**src/rtl/i2s_tx_if.sv**
```systemverilog
// Sample handshake between the DSP fabric (master) and the I2S transmitter (slave).
interface i2s_tx_if #(
    parameter int DW = 24
);
    logic [DW-1:0] ldata;
    logic [DW-1:0] rdata;
    logic          valid;
    logic          ready;

    modport master (output ldata, output rdata, output valid, input ready);
    modport slave  (input ldata, input rdata, input valid, output ready);
endinterface

```
**src/rtl/i2s_tx.sv**
```systemverilog
// I2S master transmitter: one buffered stereo sample, divided sclk/lrclk,
// MSB-first serialisation with the standard one-bit delay after each lrclk edge.
module i2s_tx #(
    parameter int DW       = 24,
    parameter int FW       = 32,
    parameter int SCLK_DIV = 4
) (
    input  logic    clk,
    input  logic    rst,
    i2s_tx_if.slave bus,
    output logic    sclk,
    output logic    lrclk,
    output logic    sdo,
    output logic    underrun
);
    localparam int CW   = $clog2(2 * FW);
    localparam int DIVW = (SCLK_DIV > 1) ? $clog2(SCLK_DIV) : 1;
    localparam logic [CW-1:0]   LAST     = CW'(2 * FW - 1);
    localparam logic [CW-1:0]   FW_C     = CW'(FW);
    localparam logic [CW-1:0]   DW_C     = CW'(DW);
    localparam logic [DIVW-1:0] DIV_LAST = DIVW'(SCLK_DIV - 1);

    logic [DIVW-1:0] div_ctr;
    logic [CW-1:0]   bit_ctr;
    logic [DW-1:0]   buf_l, buf_r;
    logic [DW-1:0]   word_l, word_r;

    logic            tick, fall;
    logic [CW-1:0]   nxt_ctr, slot;
    logic [DW-1:0]   word, shifted;
    logic            nxt_sdo;

    // Everything below looks at the bit position the coming falling edge moves to.
    always_comb begin
        tick    = (div_ctr == DIV_LAST);
        fall    = tick && sclk;
        nxt_ctr = (bit_ctr == LAST) ? '0 : bit_ctr + 1'b1;
        slot    = (nxt_ctr >= FW_C) ? nxt_ctr - FW_C : nxt_ctr;
        word    = (nxt_ctr >= FW_C) ? word_r : word_l;
        shifted = word >> (DW_C - slot);
        nxt_sdo = 1'b0;
        if (slot != '0 && slot <= DW_C)
            nxt_sdo = shifted[0];
    end

    always_ff @(posedge clk) begin
        if (!rst) begin
            div_ctr   <= '0;
            sclk      <= 1'b0;
            bit_ctr   <= LAST;
            lrclk     <= 1'b1;
            sdo       <= 1'b0;
            bus.ready <= 1'b1;
            underrun  <= 1'b0;
            buf_l     <= '0;
            buf_r     <= '0;
            word_l    <= '0;
            word_r    <= '0;
        end else begin
            underrun <= 1'b0;
            if (tick) begin
                div_ctr <= '0;
                sclk    <= ~sclk;
            end else begin
                div_ctr <= div_ctr + 1'b1;
            end

            if (fall) begin
                bit_ctr <= nxt_ctr;
                lrclk   <= (nxt_ctr >= FW_C);
                sdo     <= nxt_sdo;
                // Frame load; ready low means the holding buffer is full.
                if (nxt_ctr == '0) begin
                    if (!bus.ready) begin
                        word_l    <= buf_l;
                        word_r    <= buf_r;
                        bus.ready <= 1'b1;
                    end else begin
                        word_l   <= '0;
                        word_r   <= '0;
                        underrun <= 1'b1;
                    end
                end
            end

            // Only possible while empty, so never collides with the load above.
            if (bus.valid && bus.ready) begin
                buf_l     <= bus.ldata;
                buf_r     <= bus.rdata;
                bus.ready <= 1'b0;
            end
        end
    end
endmodule

```
**src/flat_wrapper.sv**
```systemverilog
// flat-port wrapper written by rule: the top's interface ports become plain ports
module i2s_tx_flat 
#(
    parameter int DW       = 24,
    parameter int FW       = 32,
    parameter int SCLK_DIV = 4
)
  (clk, rst, sclk, lrclk, sdo, underrun, bus_ldata, bus_rdata, bus_valid, bus_ready);
  i2s_tx_if #(.DW(DW)) bus_i ();
  input  logic clk;
  input  logic rst;
  output logic sclk;
  output logic lrclk;
  output logic sdo;
  output logic underrun;
  input wire logic [$bits(bus_i.ldata)-1:0] bus_ldata;
  input wire logic [$bits(bus_i.rdata)-1:0] bus_rdata;
  input wire logic [$bits(bus_i.valid)-1:0] bus_valid;
  output wire logic [$bits(bus_i.ready)-1:0] bus_ready;
  assign bus_i.ldata = bus_ldata;
  assign bus_i.rdata = bus_rdata;
  assign bus_i.valid = bus_valid;
  assign bus_ready = bus_i.ready;
  i2s_tx #(.DW(DW), .FW(FW), .SCLK_DIV(SCLK_DIV)) u_core (.clk(clk), .rst(rst), .bus(bus_i), .sclk(sclk), .lrclk(lrclk), .sdo(sdo), .underrun(underrun));
endmodule
```
**config.mk**
```make
export PLATFORM = sky130hd
export DESIGN_NAME = i2s_tx_flat
export DESIGN_NICKNAME = d
export VERILOG_FILES = /design/src/rtl/i2s_tx_if.sv /design/src/rtl/i2s_tx.sv /design/src/flat_wrapper.sv
export SDC_FILE = /design/constraint.sdc
export NUM_CORES = 1
export LEC_CHECK = 0
export ABC_AREA = 1
export CAP_MARGIN = 10
export CORE_MARGIN = 8
export CORE_UTILIZATION = 45
export CTS_BUF_LIST = sky130_fd_sc_hd__clkbuf_16
export DETAILED_ROUTE_END_ITERATION = 7
export HOLD_SLACK_MARGIN = 0.12
export PLACE_DENSITY_LB_ADDON = 0.08
export SYNTH_ARGS = -nofsm -noshare
export SYNTH_HDL_FRONTEND = slang
export SYNTH_SLANG_ARGS = --single-unit
```
**constraint.sdc**
```tcl
create_clock -name clk -period 4.31 [get_ports clk]
set_clock_uncertainty 0.1 [all_clocks]
set_input_delay 0.862 -clock clk [delete_from_list [all_inputs] [get_ports clk]]
set_output_delay 0.862 -clock clk [all_outputs]
set_load 0.01 [all_outputs]
```
## After elaboration in Yosys (flattened, before gate mapping)

Index checks and enable logic that the tools add are counted.

- Output and inout port bits: 5
- Input port bits: 51
- Logic and storage cells: 43
- Register bits: 109

- Shifts and indexed selects: 1
- Equality and inequality tests: 2
- Magnitude comparators: 2
- Multiplexer cells: 10
- Bitwise gates (word level): 2
- Reduce and logical (&&, ||, !) cells: 11
- Add/subtract/negate cells: 4

Operator list:

| cell | number |
|---|---|
| $mux W24 | 3 |
| $shr A24 B6 Y1 | 1 |
| $mux W6 | 2 |
| $add A6 B1 Y6 const B | 1 |
| $eq A6 B6 Y1 const B | 1 |
| $ge A6 B6 Y1 const B | 1 |
| $le A6 B5 Y1 const B | 1 |
| $logic_not A6 Y1 | 1 |
| $reduce_bool A6 Y1 | 1 |
| $sub A5 B6 Y6 const A | 1 |
| $sub A6 B6 Y6 const B | 1 |
| $mux W1 | 5 |
| $reduce_and A2 Y1 | 2 |
| $reduce_bool A2 Y1 | 2 |
| $logic_and A1 B1 Y1 | 3 |
| $reduce_and A3 Y1 | 1 |
| $add A2 B1 Y2 const B | 1 |
| $eq A2 B2 Y1 const B | 1 |
| $not A1 Y1 | 2 |
| $reduce_or A2 Y1 | 1 |

## Depth between registers and ports, before layout

Gate-level depths: netlist of the first run.

- Depth after elaboration: 7
- Depth in mapped cells: 17

## Worst setup path before layout of the first run

Ideal clock, no wire load.

- Path type: register -> register
- From: register u_core.bit_ctr[0]
- To: register u_core.sdo
- Cell stages (with the launch flop): 16
- Slack: 2379 ps
- Arrival time: 1719 ps
- Buffers on the path: 0
- Period minus slack after synthesis: 1931 ps
- Cells stage by stage: dfxtp_1 -> ha_1 -> nand2_4 -> nor2_4 -> nand2_2 -> nand2_4 -> inv_4 -> nor2_8 -> nand2_1 -> xor2_1 -> nor2_1 -> nand2_1 -> nor2_1 -> nor2_1 -> nand2_1 -> nand2_1

- Cells in the longest elaborated chain, start to end: 7

Ends and longest elaborated chain:

| element | RTL line | source |
|---|---|---|
| from (decl) | i2s_tx.sv:24 | `logic [CW-1:0] bit_ctr;` |
| from (signal assigned) | i2s_tx.sv:69 | `bit_ctr <= nxt_ctr;` |
| $add A6 B1 Y6 / $eq A6 B6 Y1 (equally long branches) | i2s_tx.sv:37 | `nxt_ctr = (bit_ctr == LAST) ? '0 : bit_ctr + 1'b1;` |
| $mux W6 * | i2s_tx.sv:37 |  |
| $sub A6 B6 Y6 / $ge A6 B6 Y1 (equally long branches) | i2s_tx.sv:38, i2s_tx.sv:39 |  |
| $mux W6 | i2s_tx.sv:38 | `slot = (nxt_ctr >= FW_C) ? nxt_ctr - FW_C : nxt_ctr;` |
| $sub A5 B6 Y6, or another cell as far along | i2s_tx.sv:40 | `shifted = word >> (DW_C - slot);` |
| $shr A24 B6 Y1 / $logic_and A1 B1 Y1 (equally long branches) | i2s_tx.sv:40, i2s_tx.sv:42 |  |
| $mux W1 * | i2s_tx.sv:42 | `if (slot != '0 && slot <= DW_C)` |
| to (signal assigned) | i2s_tx.sv:71 | `sdo <= nxt_sdo;` |
| to (decl) | i2s_tx.sv:13 | `output logic sdo,` |

Mark *: on every way between the ends. The rest lies on a longest branch, timed or not.
A chain may end at the register's enable or synchronous reset.

==> results of run 1 <==
registers in the layout (all words and copies together), names as in the netlist, 2 cells and up:
| name | count |
|---|---|
| u_core.buf_l | 24 |
| u_core.buf_r | 24 |
| u_core.word_l | 24 |
| u_core.word_r | 24 |
| u_core.bit_ctr | 6 |
| u_core.div_ctr | 2 |
worst min-delay path by stage:
stage / start / endpoint / slack (ps) / depth (start not counted)
after floorplan: u_core.div_ctr[0]$_SDFF_PP0_ / u_core.div_ctr[0]$_SDFF_PP0_ / 300 / 1
after global placement: u_core.div_ctr[0]$_SDFF_PP0_ / u_core.div_ctr[0]$_SDFF_PP0_ / 320 / 1
after detailed placement: u_core.div_ctr[0]$_SDFF_PP0_ / u_core.div_ctr[0]$_SDFF_PP0_ / 340 / 1
after CTS: u_core.div_ctr[0]$_SDFF_PP0_ / u_core.div_ctr[0]$_SDFF_PP0_ / 350 / 1
after global routing: u_core.div_ctr[0]$_SDFF_PP0_ / u_core.div_ctr[0]$_SDFF_PP0_ / 380 / 1
final: u_core.div_ctr[0]$_SDFF_PP0_ / u_core.div_ctr[0]$_SDFF_PP0_ / 340 / 1
synth_stat cells (3+ instances only):
cell type and n:
o21ai_0 50, a22oi_1 3, dfxtp_1 109, nand3_1 67, o21ai_2 3, inv_2 5, buf_2 5, nor2_2 4
buf_4 4, nor2_1 119, nand2_2 5, o21ai_1 3, a21oi_1 55, a211oi_1 9, nand2_4 5, inv_1 20
clkbuf_1 26, nand2_1 112
power groups by stage:
stage	clock [mW]	sequential [mW]	combinational (mW)
floorplan	0	1.09	0.107
global placement	0	1.10	0.172
detailed placement	0	1.10	0.175
CTS	0.877	1.07	0.175
global route	0.924	1.08	0.198
finish	0.856	1.07	0.172
through the flow:
| step | instances | worst slack, ps | utilization [%] |
|---|---|---|---|
| 6_report | 799 | 1790 | 54.0 |
| 3_3_place_gp | 783 | 1430 | 50.9 |
| 2_1_floorplan | 626 | 2380 | - |
| 4_1_cts | 799 | 1750 | 54.0 |
| 3_5_place_dp | 783 | 1400 | 50.9 |
| 5_1_grt | 799 | 1490 | 54.0 |
layout by cell type, fill, tap and decap left out, types with 3 or more instances in the layout:
cell               n
o21ai_2            3
inv_1             20
clkdlybuf4s50_1   55
o21ai_0           50
clkbuf_16          9
a22oi_1            3
o21ai_1            3
nand2_2            5
nor2_2             4
dfxtp_1          109
nand2_1          112
a211oi_1           9
buf_4              5
nor2_1           119
inv_2              5
a21oi_1           55
nand3_1           67
nand2_4            5
logic make-up after synthesis:
family | Yosys count | synth area share [%]
AND/OR/NAND/NOR | 322 | 30.6
XOR/XNOR | 3 | 0.567
flip-flops | 109 | 47.1
buffers and inverters | 65 | 6.70
adder cells (fa/ha/maj) | 2 | 0.540
AO/OA/AOI/OAI | 125 | 14.5
area by class of cell:
| type | count | area, sq um |
|---|---|---|
| timing repair buffer | 60 | 588 |
| clock inverter | 7 | 90.1 |
| clock buffer | 9 | 225 |
| sequential | 109 | 2180 |
| fill | 1065 | 4690 |
| multi-input combinational | 452 | 2140 |
| inverter | 26 | 100 |
| tap | 136 | 170 |
layer usage:
metal,global-route usage [%],up-vias
li1,-,2114
met1,21.4,1831
met2,26.4,53
met3,3.26,11
met4,4.40,0
met5,0,-
==> flow_summary.ini, run 1 <==
[clock_tree]
cts_resized = 0
insertion_delay_ps = 340
clock_sinks = 109
post-cts-setup-buffers = 0
cts_tree = done
htreeDepth = 3
hold_buffers = 0
cts_buffers = 9
cts_buffer_depth = 2
root_buffer = clkbuf_16
path_clk_slew_ps = 70

[logic_synthesis]
ys_ff_latch = 109
ys_types = 33
syn_nets = 679
synthCells = 626
netlist_top_cells_area = dfxtp_1, nor2_1, nand2_1
seq_area_frac_synth_pct = 47.1
synth-edff-count = 0
yosysTopAreaCell = dfxtp_1
syn-cell-area_sq_mm = 0.00463
synthArstFlopShare_pct = 0
yosys_warnings = 0
synth.top_cell.area_share_pct = 47.1
syn_area_per_cell_sq_um = 7.40
synthFlopType = dfxtp_1

[floorplan]
die-area_sq_mm = 0.0138
start_util_pct = 45.5
ioPinCount = 56
die_w_um = 117
core_region_area_sq_mm = 0.0102
row_count = 37
die_h_um = 117

[sta]
drv_slew = 0
fin_crit_ps = 2520
timing_worst_slew_pin_value_ps = 905
hold_viol = 0
totalNegativeSetupSlack_ps = 0
slew_headroom_pct = 39.5
hold_ws_ps = 344
rsz0062_at_grt = false
finalSetupViolations = 0
finalCritPeriodShare_pct = 58.6
max_freq_ghz = 0.396

[setup_path]
endpoint = u_core.sdo$_SDFFE_PN0P_
crit_type = input port to register
cp-start-kind = input port
path_buf_inv = 2
path_cells = clkdlybuf4s50_1 -> inv_2 -> nor2_1 -> nand3_1 -> a21oi_1 -> nand2_1 -> nor2_1 -> nand2_1 -> nand2_1
critPathMaxStageDelay_ps = 670
cp-startpoint = rst
arrival_ps = 2660
required_ps = 4450
critPathSlowestCell = inv_2
crit_top_cell = nand2_1
worst_r2r_path_depth = 13
cp_max_fo = 54
r2r-end = u_core.word_l[1]$_SDFFE_PN0P_
rrSetupSlack_ps = 1810
critPathTopFamily = buffers and inverters
cp_num_cells = 9
end_kind = register
r2r_start = u_core.bit_ctr[0]$_SDFFE_PN1P_

[power]
power_mw = 2.10
p_int_mw = 1.60
p_clk_share_pct = 40.7
switchingPower_mw = 0.506
comb_power_share_pct = 8.2
power_density_mw_per_mm2 = 382
p_sw_share_pct = 24.1
power.leakage_nw = 2.14
power_frac_seq_pct = 51.1
vdd_drop_max_mv = 0.204

[route]
met2WireLength_um = 4970
wl_met3_um = 343
viasPerCell = 5.02
first_iter_violations = 201
met1Wirelength_um = 5430
via_count = 4009
top_layer = met4
drtAntennaViolNets = 0
wl_per_cell_um = 13.6
routed_wirelength_um = 10900
drt_pass1_iterations = 4
drcViolationCount = 0

[global_route]
grt_pass1_wl_um = 19100
antenna_found_initial = 0
grt_max_degree = 59
grt_overflow_total = 0
track_usage_pct = 16.2
grt_pass1_vias = 3906

[final_layout]
antenna_cells = 0
final_area_sq_mm = 0.00550
layout-drive-gt1-share_pct = 7.39
area_growth_pct = 18.6
nets = 711

[placed_design]
gp_congestion = 0.891
placedInstanceArea_sq_mm = 0.00518
dp_hpwl_um = 7790
portBuffers = 55

[worst_hold_path]
holdCritPathClass = register to register

[flow_run]
maxCapViolCount = 0

[status]
status = complete, no violations
(Power assumes the default switching activity.)
==> run 2, diff against run 1 <==
- clock period: 4.31 -> 2.5 ns (I/O delays scaled with it)
==> run 2 against run 1 <==
Compared with the run above:
- register-to-register slack got worse by 1600 ps
- total power increased by 73%
- die area is the same
- clock power rose by 73%
- largest cell class unchanged
- sequential share of layout area is 0.31 points lower
==> flow_summary.ini, run 2 (synthesis gave the netlist of run 1 again) <==
[status]
status = complete, no violations

[final_layout]
layout-drive-gt1-share_pct = 7.80
register_area_sq_mm = 0.00218
nFillCells = 1020
final_common_cell = nor2_1
multi_input_area_sq_mm = 0.00214
nets = 717
finalCoreUtilization_pct = 54.4
area_growth_pct = 19.6
final_area_sq_mm = 0.00554
most-common-layout-cells = nor2_1, nand2_1, dfxtp_1
layoutNonFillerInstCount = 803
antenna_cells = 0

[global_route]
antenna_found_initial = 0
track_usage_pct = 16.8
grt_max_degree = 59
grt_overflow_total = 0
grt_pass1_vias = 3988
grt_pass1_wl_um = 19500

[sta]
max_freq_ghz = 0.439
rsz0062_at_grt = false
worst_slack_ps = 222
hold_ws_ps = 329
hold_viol = 0
finalSetupViolations = 0
slew_headroom_pct = 62.0
finalCritPeriodShare_pct = 91.1
drv_slew = 0
fin_crit_ps = 2280
timing_worst_slew_pin_value_ps = 571
totalNegativeSetupSlack_ps = 0

[power]
power_mw = 3.64
p_int_mw = 2.82
p_sw_share_pct = 22.5
power_density_mw_per_mm2 = 656
switchingPower_mw = 0.819
comb_power_share_pct = 8.4
p_clk_share_pct = 40.7
power.leakage_nw = 2.16
power_frac_seq_pct = 50.9
vdd_drop_max_mv = 0.391

[clock_tree]
path_clk_slew_ps = 70
hold_buffers = 0
cts_resized = 0
cts_buffer_depth = 2
htreeDepth = 3
cts_buffers = 9
insertion_delay_ps = 340
post-cts-setup-buffers = 0
clock_sinks = 109
root_buffer = clkbuf_16
cts_tree = done

[placed_design]
dpl.cell_count = 789
portBuffers = 55
place_worst_setup_slack_ps = 231
gp_congestion = 0.932
placedInstanceArea_sq_mm = 0.00524
dp_hpwl_um = 8100

[setup_path]
cp-start-kind = register
required_ps = 2660
cp_max_fo = 58
crit_type = register to register
end_kind = register
worst_r2r_path_depth = 12
arrival_ps = 2430

[floorplan]
core_region_area_sq_mm = 0.0102
die-area_sq_mm = 0.0138
ioPinCount = 56
start_util_pct = 45.5
die_w_um = 117
die_h_um = 117
row_count = 37

[route]
routed_wirelength_um = 11400
wl_per_cell_um = 14.2
viasPerCell = 5.07
drt_pass1_iterations = 4
via_count = 4069
drcViolationCount = 0
first_iter_violations = 171
drtAntennaViolNets = 0

[flow_run]
maxCapViolCount = 0

[worst_hold_path]
min_path_cells = 1
holdCritPathClass = register to register
==> run 2: changes by cell type in the layout (fill, tap and decap cells not counted) <==
cell	before	now
buf_12	0	1
buf_4	5	10
clkinv_8	1	0
clkinv_1	1	2
bufinv_16	1	2
inv_8	2	0
inv_6	2	1
==> run 2: power groups by stage <==
stage                     Sequential (mW)  Clock, mW  Combinational [mW]
after global placement               1.89          0               0.304
after CTS                            1.85       1.51               0.310
final                                1.85       1.48               0.305
after detailed placement             1.89          0               0.309
after global routing                 1.86       1.58               0.349
after floorplan                      1.88          0               0.184
==> run 2: routing by layer <==
layer  wire length (um)  track usage, %  up-vias  share of wire [%]
li1                   -               -     2130                  -
met2               5040            26.8       78                 44
met3                475            2.69       14                4.2
met1               5680            22.2     1847                 50
met5                  0               0        -                  0
met4                180            6.73        0                1.6
==> run 2: final timing paths <==
| kind | from | endpoint | slack (ps) |
|---|---|---|---|
| worst min register to register | u_core.div_ctr[0]$_SDFF_PP0_ | u_core.div_ctr[0]$_SDFF_PP0_ | 330 |
| worst max-delay path | u_core.bit_ctr[0]$_SDFFE_PN1P_ | u_core.word_l[8]$_SDFFE_PN0P_ | 220 |
| worst min-delay path | u_core.div_ctr[0]$_SDFF_PP0_ | u_core.div_ctr[0]$_SDFF_PP0_ | 330 |
| worst max register to register | u_core.bit_ctr[0]$_SDFFE_PN1P_ | u_core.word_l[8]$_SDFFE_PN0P_ | 220 |
==> run 2: final cells by class <==
cell class / count / area share, %
multi-input cells: 452 / 38.7
clock inverters: 5 / 1.38
well taps: 136 / 3.07
inverters: 26 / 1.81
flip-flops and latches: 109 / 39.4
clock buffers: 9 / 4.06
repair buffers: 66 / 11.7
==> run 2: worst max-delay path: stages, from the launching register on <==
cell,delay [ps]
dfxtp_1,400
ha_1,250
nand2_4,90
inv_2,90
nand2_1,60
nand2_1,60
o21ai_1,110
nand3_2,110
nor2_1,50
nand2_2,70
buf_4,460
a21oi_1,100
a211oi_1,190
